==> config.mk <==
export PLATFORM = sky130hd
export DESIGN_NAME = lsu_byte_master
export DESIGN_NICKNAME = d
export VERILOG_FILES = /design/src/rtl/lsu_pkg.sv /design/src/rtl/lsu_load_align.sv /design/src/rtl/lsu_byte_master.sv
export SDC_FILE = /design/constraint.sdc
export NUM_CORES = 1
export LEC_CHECK = 0
export CAP_MARGIN = 20
export CORE_UTILIZATION = 45
export CTS_CLUSTER_SIZE = 14
export DETAILED_ROUTE_END_ITERATION = 10
export GPL_TIMING_DRIVEN = 0
export PLACE_DENSITY_LB_ADDON = 0.05
export SETUP_SLACK_MARGIN = 0.2
export SLEW_MARGIN = 20
export SYNTH_ARGS = -nofsm -noshare
export SYNTH_HDL_FRONTEND = slang
export SYNTH_SLANG_ARGS = --single-unit
==> constraint.sdc <==
create_clock -name clock_in -period 3.03 [get_ports clock_in]
set_input_delay 0.4545 -clock clock_in [delete_from_list [all_inputs] [get_ports clock_in]]
set_output_delay 0.4545 -clock clock_in [all_outputs]
set_load 0.1 [all_outputs]
==> src/rtl/lsu_pkg.sv <==
// Shared FSM states, access-size encodings and beat-count helper for the byte-serial LSU.
// Size encodings only matter to builds with LSU_SIZE_EN defined.
package lsu_pkg;

  localparam int BYTES_PER_WORD = 4;

  typedef enum logic [1:0] {
    IDLE,
    XFER,
    RESP
  } lsu_state_t;

  localparam logic [1:0] SZ_BYTE = 2'd0;
  localparam logic [1:0] SZ_HALF = 2'd1;
  localparam logic [1:0] SZ_WORD = 2'd2;

  // The reserved size code maps to zero beats, which the master rejects as an error.
  function automatic logic [2:0] sizeBeats(input logic [1:0] size);
    case (size)
      SZ_BYTE: sizeBeats = 3'd1;
      SZ_HALF: sizeBeats = 3'd2;
      SZ_WORD: sizeBeats = 3'(BYTES_PER_WORD);
      default: sizeBeats = 3'd0;
    endcase
  endfunction

endpackage

==> src/rtl/lsu_load_align.sv <==
// Turns the captured load bytes into the response word.
// With LSU_SIZE_EN defined it sign/zero-extends byte and half loads; otherwise it is a pass-through.
module lsu_load_align
  import lsu_pkg::*;
(
  input  logic [31:0] i_word,
`ifdef LSU_SIZE_EN
  input  logic [1:0]  i_size,
  input  logic        i_signed,
`endif
  output logic [31:0] o_data
);

`ifdef LSU_SIZE_EN
  // Short loads already sit right-justified in the low lanes; only the upper bits need filling.
  always_comb begin
    case (i_size)
      SZ_BYTE: o_data = {{24{i_signed & i_word[7]}}, i_word[7:0]};
      SZ_HALF: o_data = {{16{i_signed & i_word[15]}}, i_word[15:0]};
      default: o_data = i_word;
    endcase
  end
`else
  assign o_data = i_word;
`endif

endmodule

==> src/rtl/lsu_byte_master.sv <==
// Big-endian load/store master that performs each CPU request as sequential byte accesses.
// Define LSU_SIZE_EN to add byte/half requests (req_size, req_signed); default is word-only.
module lsu_byte_master
  import lsu_pkg::*;
#(
  parameter int MEM_BYTES = 128,
  parameter int ADDR_W    = 32
) (
  input  logic              clock_in,
  input  logic              reset,
  input  logic              req_valid,
  output logic              req_ready,
  input  logic              req_write,
  input  logic [ADDR_W-1:0] req_addr,
  input  logic [31:0]       req_wdata,
`ifdef LSU_SIZE_EN
  input  logic [1:0]        req_size,
  input  logic              req_signed,
`endif
  output logic              resp_valid,
  input  logic              resp_ready,
  output logic [31:0]       resp_rdata,
  output logic              resp_err,
  output logic [ADDR_W-1:0] mem_addr,
  output logic [7:0]        mem_wdata,
  output logic              mem_we,
  output logic              mem_re,
  input  logic [7:0]        mem_rdata
);

  lsu_state_t      r_state;
  logic [1:0]      r_beat;
  logic [1:0]      r_lastBeat;
  logic            r_write;
  logic [3:0][7:0] r_wdata;
  logic [3:0][7:0] r_lanes;

  logic [3:0][7:0] w_reqBytes;
  logic [1:0]      w_size;
  logic [2:0]      w_beats;
  logic [1:0]      w_reqLast;
  logic [1:0]      w_lane;
  logic [1:0]      w_nextLane;
  logic [ADDR_W:0] w_endAddr;
  logic            w_aligned;
  logic            w_inRange;
  logic            w_legal;
  logic [31:0]     w_loadData;

`ifdef LSU_SIZE_EN
  logic [1:0]      r_size;
  logic            r_signed;
  assign w_size = req_size;
`else
  assign w_size = SZ_WORD;
`endif

  assign w_reqBytes = req_wdata;
  assign w_beats    = sizeBeats(w_size);
  assign w_reqLast  = w_beats[1:0] - 2'd1;
  // One extra bit so an access running past 2^ADDR_W cannot wrap back into range.
  assign w_endAddr  = {1'b0, req_addr} + (ADDR_W+1)'(w_beats) - (ADDR_W+1)'(1);
  assign w_inRange  = (w_endAddr <= (ADDR_W+1)'(MEM_BYTES - 1));
  assign w_legal    = (w_beats != 3'd0) && w_aligned && w_inRange;

  always_comb begin
    case (w_size)
      SZ_BYTE: w_aligned = 1'b1;
      SZ_HALF: w_aligned = ~req_addr[0];
      SZ_WORD: w_aligned = (req_addr[1:0] == 2'b00);
      default: w_aligned = 1'b0;
    endcase
  end

  // Beat 0 carries the most significant byte of the access, so lanes count down.
  assign w_lane     = r_lastBeat - r_beat;
  assign w_nextLane = w_lane - 2'd1;

  lsu_load_align u_loadAlign (
    .i_word   (r_lanes),
`ifdef LSU_SIZE_EN
    .i_size   (r_size),
    .i_signed (r_signed),
`endif
    .o_data   (w_loadData)
  );

  assign resp_rdata = (r_state == RESP && !r_write && !resp_err) ? w_loadData : 32'd0;

  always_ff @(posedge clock_in) begin
    if (!reset) begin
      r_state    <= IDLE;
      r_beat     <= 2'd0;
      r_lastBeat <= 2'd0;
      r_write    <= 1'b0;
      r_wdata    <= '0;
      r_lanes    <= '0;
      req_ready  <= 1'b1;
      resp_valid <= 1'b0;
      resp_err   <= 1'b0;
      mem_addr   <= '0;
      mem_wdata  <= 8'd0;
      mem_we     <= 1'b0;
      mem_re     <= 1'b0;
`ifdef LSU_SIZE_EN
      r_size     <= SZ_WORD;
      r_signed   <= 1'b0;
`endif
    end else begin
      case (r_state)
        IDLE: begin
          if (req_valid && req_ready) begin
            r_write    <= req_write;
            r_wdata    <= w_reqBytes;
            r_lanes    <= '0;
            r_beat     <= 2'd0;
            r_lastBeat <= w_reqLast;
            req_ready  <= 1'b0;
`ifdef LSU_SIZE_EN
            r_size     <= req_size;
            r_signed   <= req_signed;
`endif
            if (w_legal) begin
              r_state   <= XFER;
              mem_addr  <= req_addr;
              mem_re    <= ~req_write;
              mem_we    <= req_write;
              mem_wdata <= req_write ? w_reqBytes[w_reqLast] : 8'd0;
            end else begin
              r_state    <= RESP;
              resp_valid <= 1'b1;
              resp_err   <= 1'b1;
            end
          end
        end
        XFER: begin
          if (!r_write) begin
            r_lanes[w_lane] <= mem_rdata;
          end
          if (r_beat == r_lastBeat) begin
            r_state    <= RESP;
            mem_addr   <= '0;
            mem_wdata  <= 8'd0;
            mem_we     <= 1'b0;
            mem_re     <= 1'b0;
            resp_valid <= 1'b1;
            resp_err   <= 1'b0;
          end else begin
            r_beat    <= r_beat + 2'd1;
            mem_addr  <= mem_addr + ADDR_W'(1);
            mem_wdata <= r_write ? r_wdata[w_nextLane] : 8'd0;
          end
        end
        RESP: begin
          if (resp_ready) begin
            r_state    <= IDLE;
            resp_valid <= 1'b0;
            resp_err   <= 1'b0;
            req_ready  <= 1'b1;
          end
        end
        default: r_state <= IDLE;
      endcase
    end
  end

endmodule

==> results by group <==
Job
  • Max Cap Violations: 0

Global routing
  • Total global routing overflow: 0
  • Largest net degree at the start of global routing: 17
  • Global-route wire length before repair: 32500 um
  • Vias in the first global route: 6467
  • All-layer global routing usage: 28.8%
  • Antenna violations before repair: 0

Logic synthesis
  • Main synth FF type: dfxtp_1
  • Mapped Nets: 865
  • Register area share after synthesis: 37.1%
  • EDFF count, synth: 0
  • Syn Area/Cell: 7.99 um2
  • Yosys reg bits: 115
  • Warnings from Yosys: 0
  • Ys async rst share: 0%
  • Post-Syn Instances: 776
  • Post-Syn Area: 0.00620 mm2
  • Netlist cell types: 63

Route
  • Vias: 6763
  • WL final: 20400 um
  • Antenna-violating nets left: 0
  • DRT iter0 DRCs: 457
  • Post-DR vias/cell: 5.90
  • First-pass DRT Iterations: 5
  • DRC violations left: 0
  • Wirelength per Cell: 17.8 um

Floorplanning
  • Die X-Extent: 119 um
  • Die Y: 119 um
  • Initial Util: 46.5%
  • Core area: 0.0133 mm2
  • I/O Pins: 154
  • FP Rows: 42
  • Die area: 0.0143 mm2

Timing
  • Skew final: 10.7 ps
  • Max-slew headroom: 31.1%
  • Final hold slack: 395 ps
  • Final TNS setup: 0 ps
  • Final critical-path required period: 2880 ps
  • Peak Freq: 347 MHz
  • Worst slew pin tran: 1030 ps
  • Crit share post-route: 95.2%
  • RSZ-0062 raised after global routing: yes
  • Final setup margin: 146 ps
  • Final setup viols: 0
  • Pins Over Slew Limit: 0
  • Hold Fails Final Rpt: 0

Finish
  • Number of diodes: 0
  • Area delta synth->final: 40.7%
  • Share of layout cells above drive strength 1: 17.6%
  • Final core occ: 65.4%
  • Commonest cells after routing, fill and taps aside: nand2_1 (111), dfxtp_1 (102), clkdlybuf4s50_1 (96)
  • Fin nets: 1047
  • Most common cell after layout, fill and taps aside: nand2_1

Critical path
  • Reg2Reg Depth: 10
  • Worst setup endpoint: mem_addr[23]
  • CP Launch Point: req_addr[0]
  • Worst r2r src: mem_addr[4]
  • Crit path DAT: 3210 ps
  • Worst-path fanout max: 5
  • R2R Path End: mem_addr[29]
  • Crit end category: register
  • R2R setup slack: 320 ps
  • Crit path required time: 3360 ps
  • Setup CP Type: input port to register
  • Worst Setup Start Kind: input port

Clock network
  • CTS max path bufs: 2
  • Root Buffer: clkbuf_16
  • CTS tree: yes
  • Post-CTS Hold Buffers: 0
  • Total CTS buffers: 17
  • Reg clk slew, reported paths: 60 ps
  • # clock sinks: 115
  • Clock insertion delay at the later pin of the skew report: 410 ps
  • CTS H-tree lvls: 4

Worst hold path
  • Min-delay worst type: input port to register

Placed design
  • HPWL after DPL: 14900 um
  • Routability congestion estimate: 0.884
  • Port bufs: 148
  • Post-place setup slack: -967 ps

Pwr
  • Power per cell area: 493 mW/mm2
  • Peak supply drop: 0.363 mV
  • Leak Pwr: 3.35 nW

Outcome
  • Run status: finished, final reports clean
## through the flow
| stage | power (mW) | instances | area, um2 |
|---|---|---|---|
| after floorplan | 2.03 | 776 | 6250 |
| after CTS | 4.31 | 1146 | 8590 |
| final | 4.30 | 1147 | 8730 |
| after global placement | 2.29 | 1100 | 7960 |
| after detailed placement | 2.30 | 1100 | 7960 |
| after global routing | 4.47 | 1147 | 8730 |
## cell type report
cell class / count / area (um2)
Fill cell: 1190 / 4620
Multi-Input combinational cell: 580 / 3740
Clock inverter: 13 / 150
Inverter: 22 / 85.1
Clock buffer: 19 / 453
Buffer: 59 / 274
Timing Repair Buffer: 163 / 1490
Sequential cell: 115 / 2320
Tap cell: 176 / 220
## flip-flops by register name, indices dropped and copies added (netlist names), 2 cells and up
signal and count:
mem_addr 32, r_lanes 32, r_state 2, r_wdata 32, mem_wdata 8, r_beat 2
## cells by family (layout without fill, tap and decap cells)
kind of cell	after synthesis	count (layout)	synth area share, %
compound gates	227	227	24.3
xor+xnor	10	10	1.41
fa+ha+maj	12	12	2.42
buf+inv	81	276	5.14
flops	115	115	37.1
mux	12	12	3.57
simple gates	319	319	26.0
## worst max-delay path: stages
cell and delay (ps):
buf_8 90, inv_4 40, ha_2 170, nand4b_4 230, nor4_1 490, o22ai_1 250
nor4_4 420, a41oi_2 250, buf_6 190, or4_1 490, a21oi_1 130
## where the power goes
part / switching [mW] / internal [mW] / total [mW]
Sequential: 0.0367 / 1.57 / 1.60
Combinational: 0.426 / 0.249 / 0.676
Clock: 0.754 / 1.27 / 2.02
## synth_stat cells (all sizes together), types with 3 or more instances
| library cell | n | area share, % |
|---|---|---|
| or4 | 6 | 0.73 |
| ha | 12 | 2.4 |
| a22oi | 33 | 4.0 |
| nand2b | 8 | 0.81 |
| and3 | 17 | 1.7 |
| buf | 10 | 0.85 |
| a221oi | 3 | 0.42 |
| nor4 | 7 | 1.4 |
| a32oi | 12 | 1.7 |
| o31ai | 11 | 1.3 |
| clkbuf | 49 | 3.0 |
| a31oi | 8 | 0.81 |
| mux2i | 3 | 0.48 |
| o221a | 6 | 1.1 |
| a211oi | 6 | 0.73 |
| xnor2 | 8 | 1.1 |
| or3 | 5 | 0.50 |
| o32ai | 6 | 0.85 |
| dfxtp | 115 | 37 |
| o21ai | 38 | 3.1 |
| nor2 | 61 | 3.7 |
| inv | 22 | 1.3 |
| nand4 | 10 | 1.3 |
| a21oi | 71 | 5.7 |
| and4 | 5 | 0.71 |
| mux4 | 8 | 2.9 |
| o2bb2ai | 4 | 0.56 |
| o211ai | 6 | 0.73 |
| nor2b | 3 | 0.30 |
| and2 | 38 | 3.8 |
| nor3 | 13 | 1.0 |
| nand3 | 27 | 2.3 |
| nand2 | 112 | 6.8 |
## routing by layer
metal | vias up | GRT usage (%) | share of wire, %
met5 | - | 0 | 0
li1 | 3194 | - | -
met2 | 307 | 49.5 | 49
met1 | 3215 | 35.3 | 41
met3 | 47 | 4.93 | 7.0
met4 | 0 | 12.3 | 2.8
## timing repair
item	in CTS	in global routing
gates cloned	1	0
pin swaps	11	17
setup buffers	13	1
endpoints found under the setup margin	78	104
gates resized for setup	211	86
## worst min-delay path by stage
stage / slack (ps) / from / depth (start not counted) / to
floorplan: 430 / r_wdata[16] / 2 / r_wdata[16]
global placement: 440 / r_wdata[3] / 2 / r_wdata[3]
detailed placement: 450 / r_wdata[31] / 2 / r_wdata[31]
CTS: 390 / reset / 3 / mem_addr[0]
global route: 420 / reset / 3 / mem_addr[0]
finish: 400 / reset / 3 / mem_addr[0]
Note: power is estimated with default switching activity, not from simulation.
